==> src/rtl/ysyx_24100029_bpu_pkg.sv <==
// ----------------------------------------------------------------------------
// ysyx_24100029_bpu_pkg
// Shared definitions for the branch prediction unit of the ysyx_24100029 core:
// BTB geometry, the per-entry record, the BTB controller state encoding and
// the 2-bit direction counter values.
// ----------------------------------------------------------------------------
package ysyx_24100029_bpu_pkg;

   localparam int BTB_ENTRIES = 8;
   localparam int BTB_IDX_W   = 3;
   localparam int BTB_TAG_W   = 30;

   // 2-bit saturating direction counter values
   localparam logic [1:0] CNT_SNT = 2'd0;
   localparam logic [1:0] CNT_WT  = 2'd2;
   localparam logic [1:0] CNT_ST  = 2'd3;

   typedef struct packed {
      logic                 valid;
      logic [BTB_TAG_W-1:0] tag;
      logic [31:0]          target;
      logic [1:0]           cnt;
   } btb_entry_t;

   typedef enum logic [0:0] {
      IDLE  = 1'b0,
      CLEAR = 1'b1
   } btb_state_e;

endpackage : ysyx_24100029_bpu_pkg

==> src/rtl/ysyx_24100029_hash.sv <==
// ----------------------------------------------------------------------------
// ysyx_24100029_hash
// 3-bit XOR-fold of a 32-bit PC used as the BTB index.
//   hash[2] = XOR of pc bits whose position is 0 mod 3
//   hash[1] = XOR of pc bits whose position is 1 mod 3
//   hash[0] = XOR of pc bits whose position is 2 mod 3
// Ports:
//   pc   in  32  address to fold
//   hash out  3  BTB index
// ----------------------------------------------------------------------------
module ysyx_24100029_hash
   import ysyx_24100029_bpu_pkg::*;
(
   input  logic [31:0]          pc,
   output logic [BTB_IDX_W-1:0] hash
);

   always_comb begin
      hash = '0;
      for (int b = 0; b < 32; b++) begin
         case (b % 3)
            0:       hash[2] = hash[2] ^ pc[b];
            1:       hash[1] = hash[1] ^ pc[b];
            default: hash[0] = hash[0] ^ pc[b];
         endcase
      end
   end

endmodule : ysyx_24100029_hash

==> src/rtl/ysyx_24100029_btb_ctrl.sv <==
// ----------------------------------------------------------------------------
// ysyx_24100029_btb_ctrl
// 8-entry direct-mapped branch target buffer controller for the IF stage.
// Combinational lookup for fetch, valid/ready update port from EXU, and an
// 8-cycle walking clear started by flush_req (fence.i / redirect-invalidate).
// Ports:
//   clock, reset               core clock, synchronous active-high reset
//   lk_pc                      fetch PC to look up
//   lk_hit/lk_taken/lk_target  lookup result (target is 0 on a miss)
//   upd_valid/upd_ready        resolved-branch handshake from EXU
//   upd_pc/upd_taken/upd_target resolved branch payload
//   flush_req                  one-cycle pulse: invalidate every entry
//   busy                       clear sequence in progress
// ----------------------------------------------------------------------------
module ysyx_24100029_btb_ctrl
   import ysyx_24100029_bpu_pkg::*;
#(
   parameter int         TAG_W    = BTB_TAG_W,
   parameter logic [1:0] INIT_CNT = CNT_WT
) (
   input  logic        clock,
   input  logic        reset,
   input  logic [31:0] lk_pc,
   output logic        lk_hit,
   output logic        lk_taken,
   output logic [31:0] lk_target,
   input  logic        upd_valid,
   output logic        upd_ready,
   input  logic [31:0] upd_pc,
   input  logic        upd_taken,
   input  logic [31:0] upd_target,
   input  logic        flush_req,
   output logic        busy
);

   function automatic logic [1:0] cnt_inc(input logic [1:0] c);
      return (c == CNT_ST) ? CNT_ST : c + 2'd1;
   endfunction

   function automatic logic [1:0] cnt_dec(input logic [1:0] c);
      return (c == CNT_SNT) ? CNT_SNT : c - 2'd1;
   endfunction

   btb_state_e           state_q, state_d;
   logic [BTB_IDX_W-1:0] clr_idx_q, clr_idx_d;
   btb_entry_t           entries_q [BTB_ENTRIES];
   btb_entry_t           entries_d [BTB_ENTRIES];

   logic [BTB_IDX_W-1:0] lk_idx, upd_idx;
   btb_entry_t           lk_e, upd_e;
   logic                 upd_hit;

   ysyx_24100029_hash u_lk_hash  (.pc(lk_pc),  .hash(lk_idx));
   ysyx_24100029_hash u_upd_hash (.pc(upd_pc), .hash(upd_idx));

   assign busy      = (state_q == CLEAR);
   assign upd_ready = (state_q == IDLE) && !flush_req;

   // Lookup reads current register contents only; a same-cycle update is
   // not forwarded.
   assign lk_e      = entries_q[lk_idx];
   assign lk_hit    = !busy && lk_e.valid && (lk_e.tag == lk_pc[31:32-TAG_W]);
   assign lk_taken  = lk_hit && lk_e.cnt[1];
   assign lk_target = lk_hit ? lk_e.target : 32'd0;

   assign upd_e   = entries_q[upd_idx];
   assign upd_hit = upd_e.valid && (upd_e.tag == upd_pc[31:32-TAG_W]);

   always_comb begin
      state_d   = state_q;
      clr_idx_d = clr_idx_q;
      entries_d = entries_q;
      unique case (state_q)
         IDLE: begin
            if (flush_req) begin
               state_d   = CLEAR;
               clr_idx_d = '0;
            end else if (upd_valid) begin
               if (upd_hit) begin
                  if (upd_taken) begin
                     entries_d[upd_idx].cnt    = cnt_inc(upd_e.cnt);
                     entries_d[upd_idx].target = upd_target;
                  end else begin
                     entries_d[upd_idx].cnt = cnt_dec(upd_e.cnt);
                  end
               end else if (upd_taken) begin
                  // Allocation simply overwrites whatever alias lived here.
                  entries_d[upd_idx].valid  = 1'b1;
                  entries_d[upd_idx].tag    = upd_pc[31:32-TAG_W];
                  entries_d[upd_idx].target = upd_target;
                  entries_d[upd_idx].cnt    = INIT_CNT;
               end
            end
         end
         CLEAR: begin
            entries_d[clr_idx_q].valid = 1'b0;
            if (flush_req) begin
               // A new flush restarts the walk so all 8 entries are cleared
               // after the most recent request.
               clr_idx_d = '0;
            end else begin
               clr_idx_d = clr_idx_q + 1'b1;
               if (clr_idx_q == BTB_IDX_W'(BTB_ENTRIES - 1)) state_d = IDLE;
            end
         end
         default: state_d = IDLE;
      endcase
   end

   // Only control state and valid bits are reset; payload fields are
   // don't-care while their valid bit is low.
   always_ff @(posedge clock) begin
      if (reset) begin
         state_q   <= IDLE;
         clr_idx_q <= '0;
         for (int i = 0; i < BTB_ENTRIES; i++) begin
            entries_q[i].valid  <= 1'b0;
            entries_q[i].tag    <= entries_d[i].tag;
            entries_q[i].target <= entries_d[i].target;
            entries_q[i].cnt    <= entries_d[i].cnt;
         end
      end else begin
         state_q   <= state_d;
         clr_idx_q <= clr_idx_d;
         for (int i = 0; i < BTB_ENTRIES; i++) entries_q[i] <= entries_d[i];
      end
   end

endmodule : ysyx_24100029_btb_ctrl

==> config.mk <==
export PLATFORM = sky130hd
export DESIGN_NAME = ysyx_24100029_btb_ctrl
export DESIGN_NICKNAME = d
export VERILOG_FILES = /design/src/rtl/ysyx_24100029_bpu_pkg.sv /design/src/rtl/ysyx_24100029_hash.sv /design/src/rtl/ysyx_24100029_btb_ctrl.sv
export SDC_FILE = /design/constraint.sdc
export NUM_CORES = 1
export LEC_CHECK = 0
export ABC_CLOCK_PERIOD_IN_PS = 6700
export CAP_MARGIN = 20
export CORE_ASPECT_RATIO = 0.9
export CORE_MARGIN = 2
export CORE_UTILIZATION = 45
export DETAILED_ROUTE_END_ITERATION = 8
export PLACE_DENSITY = 0.67
export RECOVER_POWER = 100
export SLEW_MARGIN = 5
export SYNTH_ARGS = -nofsm -noshare
export SYNTH_HDL_FRONTEND = slang
export SYNTH_SLANG_ARGS = --single-unit
==> constraint.sdc <==
create_clock -name clock -period 6.7 [get_ports clock]
set_clock_uncertainty 0.1 [all_clocks]
set_input_delay 0.67 -clock clock [delete_from_list [all_inputs] [get_ports clock]]
set_output_delay 0.67 -clock clock [all_outputs]
set_load 0.1 [all_outputs]
==> results.ini, run 1 <==
[global_routing]
grt_pass1_wl_um = 137000
first_global_vias = 22600
antenna_found_initial = 5
grt_max_degree = 159
grt_usage_pct = 25.8
grt-ovfl-total = 0

[floorplanning]
rows = 89
die_x_um = 277
ioPinCount = 137
dieArea_um2 = 69000
initial_utilization_pct = 45.7
fp.coreArea_um2 = 65900
dieHeight_um = 249

[critical_path]
max_stage_delay_ns = 0.77
cp_common_cell = xnor2_1
cpMaxStageDelayCell = xnor3_4
rr_worst_depth = 5
rr_startpoint = busy$_SDFF_PP0_
crit_path_start = lk_pc[19]
worstPathRequired_ns = 5.93
crit_path_start_kind = input pin
cp.arrival_ns = 5.74
path_cells = clkdlybuf4s50_1, xnor2_1, xnor2_1, xnor3_4, mux2i_1, a22o_1, a221oi_1, xor2_1, or3_1, nor4_1, nand4_1, buf_12, nor2_1, buf_2
critical_path_class = input pin to primary output
crit_path_max_fanout = 34
cp-end-kind = primary output

[min_path]
hold_depth = 2
holdCritStartpoint = entries_q[64]$_SDFFE_PP0P_
hold_path.class = flop to flop

[logic_synthesis]
syn_avg_cell_area_um2 = 11.1
synth-edff-count = 512
synth_nets = 2820
ys_types = 66
synth-async-reset-ratio_pct = 0
syn_area_um2 = 30100
synth_seq_cells = 524
ys_seq_area_share_pct = 51.8
ys.flop_type = edfxtp_1
yosysWarnings = 0
syn-instance-count = 2717

[job]
maxCapViolations = 4

[route]
vias = 22500
remaining_drc_errors = 0
wl_per_cell_um = 25.0
viasPerCell = 6.16
drt-initial-drc-count = 2662
detail-route-antenna-nets = 0
dr.pass1.iters = 6
wl_um = 91400

[final_layout]
layout_commonest_cell = nor2_1
regArea_um2 = 15600
stdcell_count = 3660
most-common-layout-cells = nor2_1 (554), edfxtp_1 (512), mux2i_1 (416)
syn2layout_area_growth_pct = 13.2
drive_above_1_share_pct = 10.7
multi_input_area_um2 = 13400
stdcell_area_um2 = 34100
fill_cells = 5725
utilization_pct = 51.7
final_nets = 2851

[clocking]
cts_sinks = 524
root_buffer = clkbuf_16
htree_levels = 2
cts.reportedPaths.clkPinSlew_ns = 0.06
cts_resized = 0
cts_buffer_depth = 3
cts_tree = yes
cts_setup_buffers = 0
cts_hold_buf = 0
clk_latency_ns = 0.64
cts_made_buffers = 57

[pwr]
p_per_area_nw_per_um2 = 383
leakage_nw = 12.5
ir_drop_mv = 0.373

[sta]
rsz0062_at_grt = no
fmax_mhz = 154
fin_setup_tns_ns = 0
period_share_pct = 97.2
setup_viol = 0
slew_viol_final = 200
max_slew.worst_pin.slew_ns = 2.05
period_needed_ns = 6.51
max-slew-margin-rel_pct = -36.5
hold_viol_final = 0

[placed_design]
port_buffers = 136
place.gp.congestion = 0.856
placed_cells = 3553
dp_hpwl_um = 53800
place_area_um2 = 32900

[outcome]
violations = max-capacitance violations, max-slew violations
status = complete, but fails checks

layer usage:
layer,vias up,global-route usage (%),share of wire [%]
met3,212,3.67,9.3
met1,11200,35.3,41
met2,1149,41.8,46
li1,9997,-,-
met5,-,0,0.033
met4,4,9.81,3.5
cells in the mapped netlist, types with 8 or more instances:
library cell | count | share of area [%]
edfxtp_1 | 512 | 51
buf_1 | 45 | 0.56
a221oi_1 | 16 | 0.47
clkbuf_1 | 119 | 1.5
mux4_2 | 42 | 3.1
dfxtp_1 | 12 | 0.80
xnor2_1 | 81 | 2.4
buf_2 | 82 | 1.4
nand4_1 | 9 | 0.19
and2_1 | 8 | 0.17
nor4_1 | 16 | 0.33
nand2_1 | 59 | 0.74
buf_4 | 26 | 0.65
nor3b_1 | 249 | 6.2
a22oi_1 | 16 | 0.40
mux2i_1 | 416 | 14
nor3_1 | 274 | 4.6
xor2_1 | 23 | 0.67
o211a_1 | 8 | 0.27
nor2_1 | 563 | 7.0
o32ai_1 | 8 | 0.23
a22o_1 | 16 | 0.47
a21oi_1 | 14 | 0.23
power breakdown:
group	internal [mW]	total [mW]	leakage, nW	switching (mW)
combinational	2.23	6.03	6.34	3.79
clock	1.80	3.14	0.870	1.34
sequential	3.87	3.91	5.27	0.0433
critical path: cells and delay by family:
| kind | cells | cell delay [ns] |
|---|---|---|
| multiplexers | 1 | 0.21 |
| XOR/XNOR | 4 | 1.54 |
| AND/OR/NAND/NOR | 4 | 1.27 |
| buffers and inverters | 3 | 1.15 |
| AO/OA/AOI/OAI | 2 | 0.79 |
final cells by class:
type / instances / area share, %
inverters: 7 / 0.0807
well taps: 864 / 3.17
flip-flops and latches: 524 / 45.8
clock inverters: 26 / 0.877
clock buffers: 77 / 4.49
diodes: 4 / 0.0294
repair buffers: 246 / 6.31
multi-input cells: 1912 / 39.3
flip-flops by register name (all words and copies together) (netlist names):
register and count:
busy 1, entries_q 520, clr_idx_q 3
through the flow:
stage	hold slack, ns	worst slack, ns	total power [mW]
3_5_place_dp	0.406	0.375	9.92
6_report	0.438	0.191	13.1
3_3_place_gp	0.407	0.408	9.78
4_1_cts	0.431	0.338	13.0
2_1_floorplan	0.379	0.101	7.93
5_1_grt	0.469	0.0873	13.5
path summary, 6_finish.rpt:
check / to / slack (ns)
hold reg to reg: entries_q[64]$_SDFFE_PP0P_ / 0.44
hold / removal: entries_q[64]$_SDFFE_PP0P_ / 0.44
setup reg to reg: entries_q[216]$_DFFE_PP_ / 1.31
setup / recovery: lk_target[28] / 0.19
cell families after synthesis:
kind of cell               count (synthesis)  synth area share [%]
AOI/OAI and AO/OA                        125                  3.30
buffers and inverters                    281                  4.17
and+or+nand+nor                         1212                  20.0
DFF                                      524                  51.8
muxes                                    460                  17.0
xor gates and xnor gates                 111                  3.51
adders and majority gates                  4                 0.150
Power figures use the tool's default switching activity.
==> run 2: changes to the inputs <==
--- a/config.mk
+++ b/config.mk
@@ -11,7 +11,6 @@
 export CORE_MARGIN = 2
 export CORE_UTILIZATION = 45
 export DETAILED_ROUTE_END_ITERATION = 8
-export PLACE_DENSITY = 0.67
 export RECOVER_POWER = 100
 export SLEW_MARGIN = 5
 export SYNTH_ARGS = -nofsm -noshare
==> results.ini, run 2 (synthesis gave the netlist of run 1 again) <==
[route]
vias = 22200  ; -1.6%
wl_per_cell_um = 25.8  ; +3.5%
drt-initial-drc-count = 2293  ; -14%
detail-route-antenna-nets = 0  ; unchanged
remaining_drc_errors = 0  ; unchanged
wl_um = 94000  ; +2.8%
viasPerCell = 6.10  ; -0.97%
dr.pass1.iters = 6  ; unchanged

[floorplanning]
dieHeight_um = 249  ; unchanged
fp.coreArea_um2 = 65900  ; unchanged
die_x_um = 277  ; unchanged
ioPinCount = 137  ; unchanged
dieArea_um2 = 69000  ; unchanged
initial_utilization_pct = 45.7  ; unchanged
rows = 89  ; unchanged

[sta]
rsz0062_at_grt = no
max_slew.worst_pin.slew_ns = 3.30  ; +1.25 ns
slew_viol_final = 165  ; -18%
max-slew-margin-rel_pct = -120  ; -84 points
fin_setup_tns_ns = 0  ; unchanged
hold_viol_final = 0  ; unchanged
period_share_pct = 96.4  ; -0.75 points
setup_viol = 0  ; unchanged
final.setup.worst_slack_ns = 0.241  ; +0.0505 ns
fmax_mhz = 155  ; +0.78%
period_needed_ns = 6.46  ; -0.0505 ns

[pwr]
clockPowerShare_pct = 22.8  ; -1.2 points
leakage_nw = 12.5  ; +0.15%
ir_drop_mv = 0.242  ; -35%
p_sw_mw = 5.23  ; +1.1%
comb_power_share_pct = 47.0  ; +0.9 points
p_sw_share_pct = 40.3  ; +0.76 points
p_per_area_nw_per_um2 = 376  ; -1.9%
intPower_mw = 7.73  ; -2.1%
pwr-share-seq_pct = 30.2  ; +0.3 points

[global_routing]
antenna_found_initial = 5  ; unchanged
grt-ovfl-total = 0  ; unchanged
grt_util_met2_pct = 41.9  ; about the same
grt_pass1_wl_um = 141000  ; +2.4%
grt_max_degree = 165  ; +3.8%
first_global_vias = 22100  ; -2.2%
grt_usage_pct = 26.7  ; +0.87 points
grt_util_met3_pct = 4.69  ; +1.0 points
busiest_layer = met2
grt_use_met1_pct = 37.9  ; +2.6 points

[placed_design]
pre_cts_ws_ns = 0.388  ; +0.0127 ns
dp_hpwl_um = 54600  ; +1.6%
place.gp.congestion = 0.859  ; +0.43%
placed_cells = 3534  ; -0.53%
port_buffers = 136  ; unchanged

[critical_path]
cpMaxStageDelayCell = nor2b_2
crit_path_start_kind = input pin
worstPathRequired_ns = 5.93  ; about the same
cp-end-kind = primary output
crit_path_max_fanout = 34  ; unchanged
max_stage_delay_ns = 0.77  ; about the same
cp_common_cell = xor2_1
critical_path_class = input pin to primary output
path_cells = clkdlybuf4s50_1, xor2_1, xnor3_1, xnor2_2, nor2b_2, clkbuf_1, a22o_1, a221oi_1, xor2_1, or3_1, nor4_1, nand4_1, buf_6, nor2_1, buf_12
cp.arrival_ns = 5.69  ; -0.05 ns

[final_layout]
stdcell_count = 3638  ; -0.60%
layout_commonest_cell = nor2_1
top_register = entries_q
final_nets = 2835  ; -0.56%
largest_register_ffs = 520  ; unchanged
most-common-layout-cells = nor2_1 (554), edfxtp_1 (512), mux2i_1 (416)
syn2layout_area_growth_pct = 14.4
drive_above_1_share_pct = 9.71  ; -1.0 points

[clocking]
clk_latency_ns = 0.63  ; about the same
cts_setup_buffers = 0  ; unchanged
cts_buffer_depth = 3  ; unchanged
cts_sinks = 524  ; unchanged
cts_hold_buf = 0  ; unchanged
cts_tree = yes
cts_made_buffers = 58  ; +1.8%
cts.reportedPaths.clkPinSlew_ns = 0.05  ; about the same
htree_levels = 2  ; unchanged
root_buffer = clkbuf_16
cts_resized = 0  ; unchanged

[min_path]
hold_path.class = flop to flop

[outcome]
status = complete, but fails checks
violations = max-capacitance violations, max-slew violations

[job]
maxCapViolations = 2  ; -2

-- run 2: worst paths after layout --
| path | depth (start not counted) | end | from | slack, ns |
|---|---|---|---|---|
| worst max register to register | 7 | entries_q[457]$_DFFE_PP_ | busy$_SDFF_PP0_ | 1.20 |
| worst min-delay path | 2 | entries_q[519]$_SDFFE_PP0P_ | entries_q[519]$_SDFFE_PP0P_ | 0.43 |
| worst min register to register | 2 | entries_q[519]$_SDFFE_PP0P_ | entries_q[519]$_SDFFE_PP0P_ | 0.43 |
| worst max-delay path | 15 | lk_target[7] | lk_pc[14] | 0.24 |
-- run 2: power groups by stage --
stage / combinational (mW) / clock, mW / sequential [mW]
after floorplan: 3.96 / 0 / 3.97
after global placement: 5.94 / 0 / 3.97
after detailed placement: 6.01 / 0 / 3.97
after CTS: 6.03 / 3.00 / 3.91
after global routing: 6.41 / 3.11 / 3.92
final: 6.10 / 2.95 / 3.91
-- run 2: worst max-delay path, delay by kind of cell --
family | cells | cell delay, ns
AOI/OAI and AO/OA | 2 | 0.32
buffers and inverters | 4 | 1.33
and+or+nand+nor | 5 | 2.07
xor gates and xnor gates | 4 | 1.21
-- run 2: metal layers --
| layer | wire (µm) | up-vias |
|---|---|---|
| met5 | 8 | - |
| met4 | 2420 | 2 |
| met3 | 8360 | 140 |
| met2 | 43200 | 1009 |
| met1 | 40000 | 11100 |
| li1 | - | 9953 |
-- run 2: through the flow --
stage / hold WS [ns] / util [%] / instance area (µm²) / total power, mW
after floorplan: 0.379 / - / 30100 / 7.93
after global placement: 0.401 / 49.9 / 32900 / 9.91
after detailed placement: 0.412 / 49.9 / 32900 / 9.99
after CTS: 0.424 / 52.4 / 34600 / 12.9
after global routing: 0.466 / 52.3 / 34500 / 13.4
final: 0.430 / 52.3 / 34500 / 13.0
-- run 2: layout make-up --
| cell class | count | area (µm²) |
|---|---|---|
| fillers | 5796 | 31500 |
| flip-flops and latches | 524 | 15600 |
| multi-input cells | 1912 | 13400 |
| repair buffers | 229 | 2660 |
| clock buffers | 74 | 1530 |
| well taps | 864 | 1080 |
| clock inverters | 24 | 149 |
| inverters | 7 | 27.5 |
| diodes | 4 | 10.0 |
==> run 3: changes to the inputs <==
--- a/config.mk
+++ b/config.mk
@@ -6,11 +6,12 @@
 export NUM_CORES = 1
 export LEC_CHECK = 0
 export ABC_CLOCK_PERIOD_IN_PS = 6700
-export CAP_MARGIN = 20
+export CAP_MARGIN = 5
 export CORE_ASPECT_RATIO = 0.9
 export CORE_MARGIN = 2
 export CORE_UTILIZATION = 45
 export DETAILED_ROUTE_END_ITERATION = 8
+export PLACE_DENSITY = 0.69
 export RECOVER_POWER = 100
 export SLEW_MARGIN = 5
 export SYNTH_ARGS = -nofsm -noshare
==> results.ini, run 3 (synthesis gave the netlist of run 1 again) <==
[clocking]
cts_made_buffers = 57  ; -1.7%
cts_buffer_depth = 3  ; unchanged
cts_setup_buffers = 0  ; unchanged
cts_hold_buf = 0  ; unchanged
cts_sinks = 524  ; unchanged
cts.reportedPaths.clkPinSlew_ns = 0.06  ; about the same
htree_levels = 2  ; unchanged
clk_latency_ns = 0.64  ; about the same
cts_resized = 0  ; unchanged
cts_tree = yes
root_buffer = clkbuf_16

[pwr]
ir_drop_mv = 0.446  ; +84%
p_per_area_nw_per_um2 = 377  ; +0.29%
power_mw = 13.0  ; about the same
comb_power_share_pct = 46.7  ; -0.3 points
intPower_mw = 7.75  ; +0.23%
clockPowerShare_pct = 23.1  ; +0.3 points
leakage_nw = 12.5  ; about the same
p_sw_mw = 5.21  ; -0.40%
p_sw_share_pct = 40.2  ; -0.15 points
pwr-share-seq_pct = 30.2  ; about the same

[critical_path]
crit_path_start_kind = input pin
rr_worst_depth = 5  ; -2
crit_end = lk_target[29]
rr_endpoint = entries_q[142]$_DFFE_PP_
cp-end-kind = primary output
crit_path_max_fanout = 34  ; unchanged
worstPathRequired_ns = 5.93  ; about the same
critical_path_class = input pin to primary output
rr_startpoint = busy$_SDFF_PP0_
crit_path_start = lk_pc[13]
r2r_slack_ns = 1.71  ; +0.51 ns
cp.arrival_ns = 5.68  ; about the same

[global_routing]
grt_usage_pct = 26.2  ; -0.48 points
grt-ovfl-total = 0  ; unchanged
grt_pass1_wl_um = 139000  ; -1.2%
first_global_vias = 22500  ; +1.9%
antenna_found_initial = 5  ; unchanged
grt_max_degree = 133  ; -19%

[final_layout]
multi_input_area_um2 = 13400  ; -0.13%
top_register = entries_q
drive_above_1_share_pct = 9.76  ; +0.047 points
layout_commonest_cell = nor2_1
most-common-layout-cells = nor2_1 (554), edfxtp_1 (512), mux2i_1 (416)
stdcell_count = 3633  ; -0.14%
fill_cells = 5668  ; -2.2%
regArea_um2 = 15600  ; unchanged
largest_register_ffs = 520  ; unchanged
syn2layout_area_growth_pct = 14.0
final_nets = 2828  ; -0.25%

[sta]
slew_viol_final = 258  ; +56%
period_needed_ns = 6.45  ; -0.0125 ns
fin_setup_tns_ns = 0  ; unchanged
rsz0062_at_grt = no
fmax_mhz = 155  ; +0.19%
max-slew-margin-rel_pct = -124  ; -4.3 points
period_share_pct = 96.2  ; -0.19 points
setup_viol = 0  ; unchanged
hold_viol_final = 0  ; unchanged
max_slew.worst_pin.slew_ns = 3.37  ; +0.0646 ns
final.setup.worst_slack_ns = 0.254  ; +0.0125 ns

[route]
drt-initial-drc-count = 2668  ; +16%
wl_um = 92100  ; -2.0%
vias = 22700  ; +2.2%
viasPerCell = 6.24  ; +2.3%
remaining_drc_errors = 0  ; unchanged
dr.pass1.iters = 5  ; -1
detail-route-antenna-nets = 0  ; unchanged
wl_per_cell_um = 25.3  ; -1.9%

[outcome]
violations = max-capacitance violations, max-slew violations
status = complete, but fails checks

[floorplanning]
rows = 89  ; unchanged
dieArea_um2 = 69000  ; unchanged
ioPinCount = 137  ; unchanged
dieHeight_um = 249  ; unchanged
initial_utilization_pct = 45.7  ; unchanged
fp.coreArea_um2 = 65900  ; unchanged
die_x_um = 277  ; unchanged

[min_path]
hold_depth = 2  ; unchanged
hold_path.class = flop to flop

[placed_design]
pre_cts_ws_ns = 0.513  ; +0.125 ns
dp_hpwl_um = 53400  ; -2.3%
place.gp.congestion = 0.894  ; +4.0%
placed_cells = 3530  ; -0.11%
port_buffers = 136  ; unchanged

[job]
maxCapViolations = 2  ; unchanged

-- run 3: changes by cell type in the layout (fill, tap and decap cells not counted), moves of 6 or more --
cell | previous run | this run
buf_12 | 55 | 48
buf_2 | 0 | 7
clkbuf_1 | 21 | 15
clkbuf_8 | 0 | 8
-- run 3: layout make-up --
cell class	instances	area share [%]
antenna	2	0.0146
sequential	524	45.5
tap	864	3.15
clock buffer	80	4.64
timing repair buffer	223	7.29
multi-input combinational	1912	38.9
clock inverter	21	0.459
inverter	7	0.0801
-- run 3: critical path, cell delays in order --
cell             delay [ns]
clkdlybuf4s50_1        0.60
xnor2_1                0.17
xnor2_1                0.09
xnor3_1                0.63
buf_4                  0.43
mux2i_1                0.14
a22o_1                 0.21
a221oi_1               0.81
xnor2_1                0.28
nand4_1                0.14
nor4_1                 0.38
nand4_1                0.34
buf_12                 0.30
nor2_1                 0.23
buf_12                 0.21
-- run 3: power groups by stage --
stage	sequential, mW	clock [mW]	combinational [mW]
global route	3.92	3.15	6.32
floorplan	3.97	0	3.96
finish	3.91	3.00	6.05
global placement	3.97	0	5.84
detailed placement	3.97	0	5.94
CTS	3.91	3.03	5.96
-- run 3: worst min-delay path by stage --
stage                                           start                          end
after floorplan           entries_q[519]$_SDFFE_PP0P_  entries_q[519]$_SDFFE_PP0P_
after global placement    entries_q[389]$_SDFFE_PP0P_  entries_q[389]$_SDFFE_PP0P_
after detailed placement  entries_q[389]$_SDFFE_PP0P_  entries_q[389]$_SDFFE_PP0P_
after CTS                 entries_q[389]$_SDFFE_PP0P_  entries_q[389]$_SDFFE_PP0P_
after global routing       entries_q[64]$_SDFFE_PP0P_   entries_q[64]$_SDFFE_PP0P_
final                     entries_q[389]$_SDFFE_PP0P_  entries_q[389]$_SDFFE_PP0P_
-- run 3: through the flow --
stage	hold slack (ns)	utilization [%]	cell area [µm²]
CTS	0.419	52.3	34500
global placement	0.411	49.7	32700
detailed placement	0.410	49.7	32700
finish	0.428	52.1	34400
floorplan	0.379	-	30100
global route	0.482	52.1	34400
-- run 3: layer usage --
layer	wire length, µm	GRT usage (%)
met4	3630	10.6
met2	43200	42.3
met5	35	0
met1	35800	34.9
met3	9390	4.99
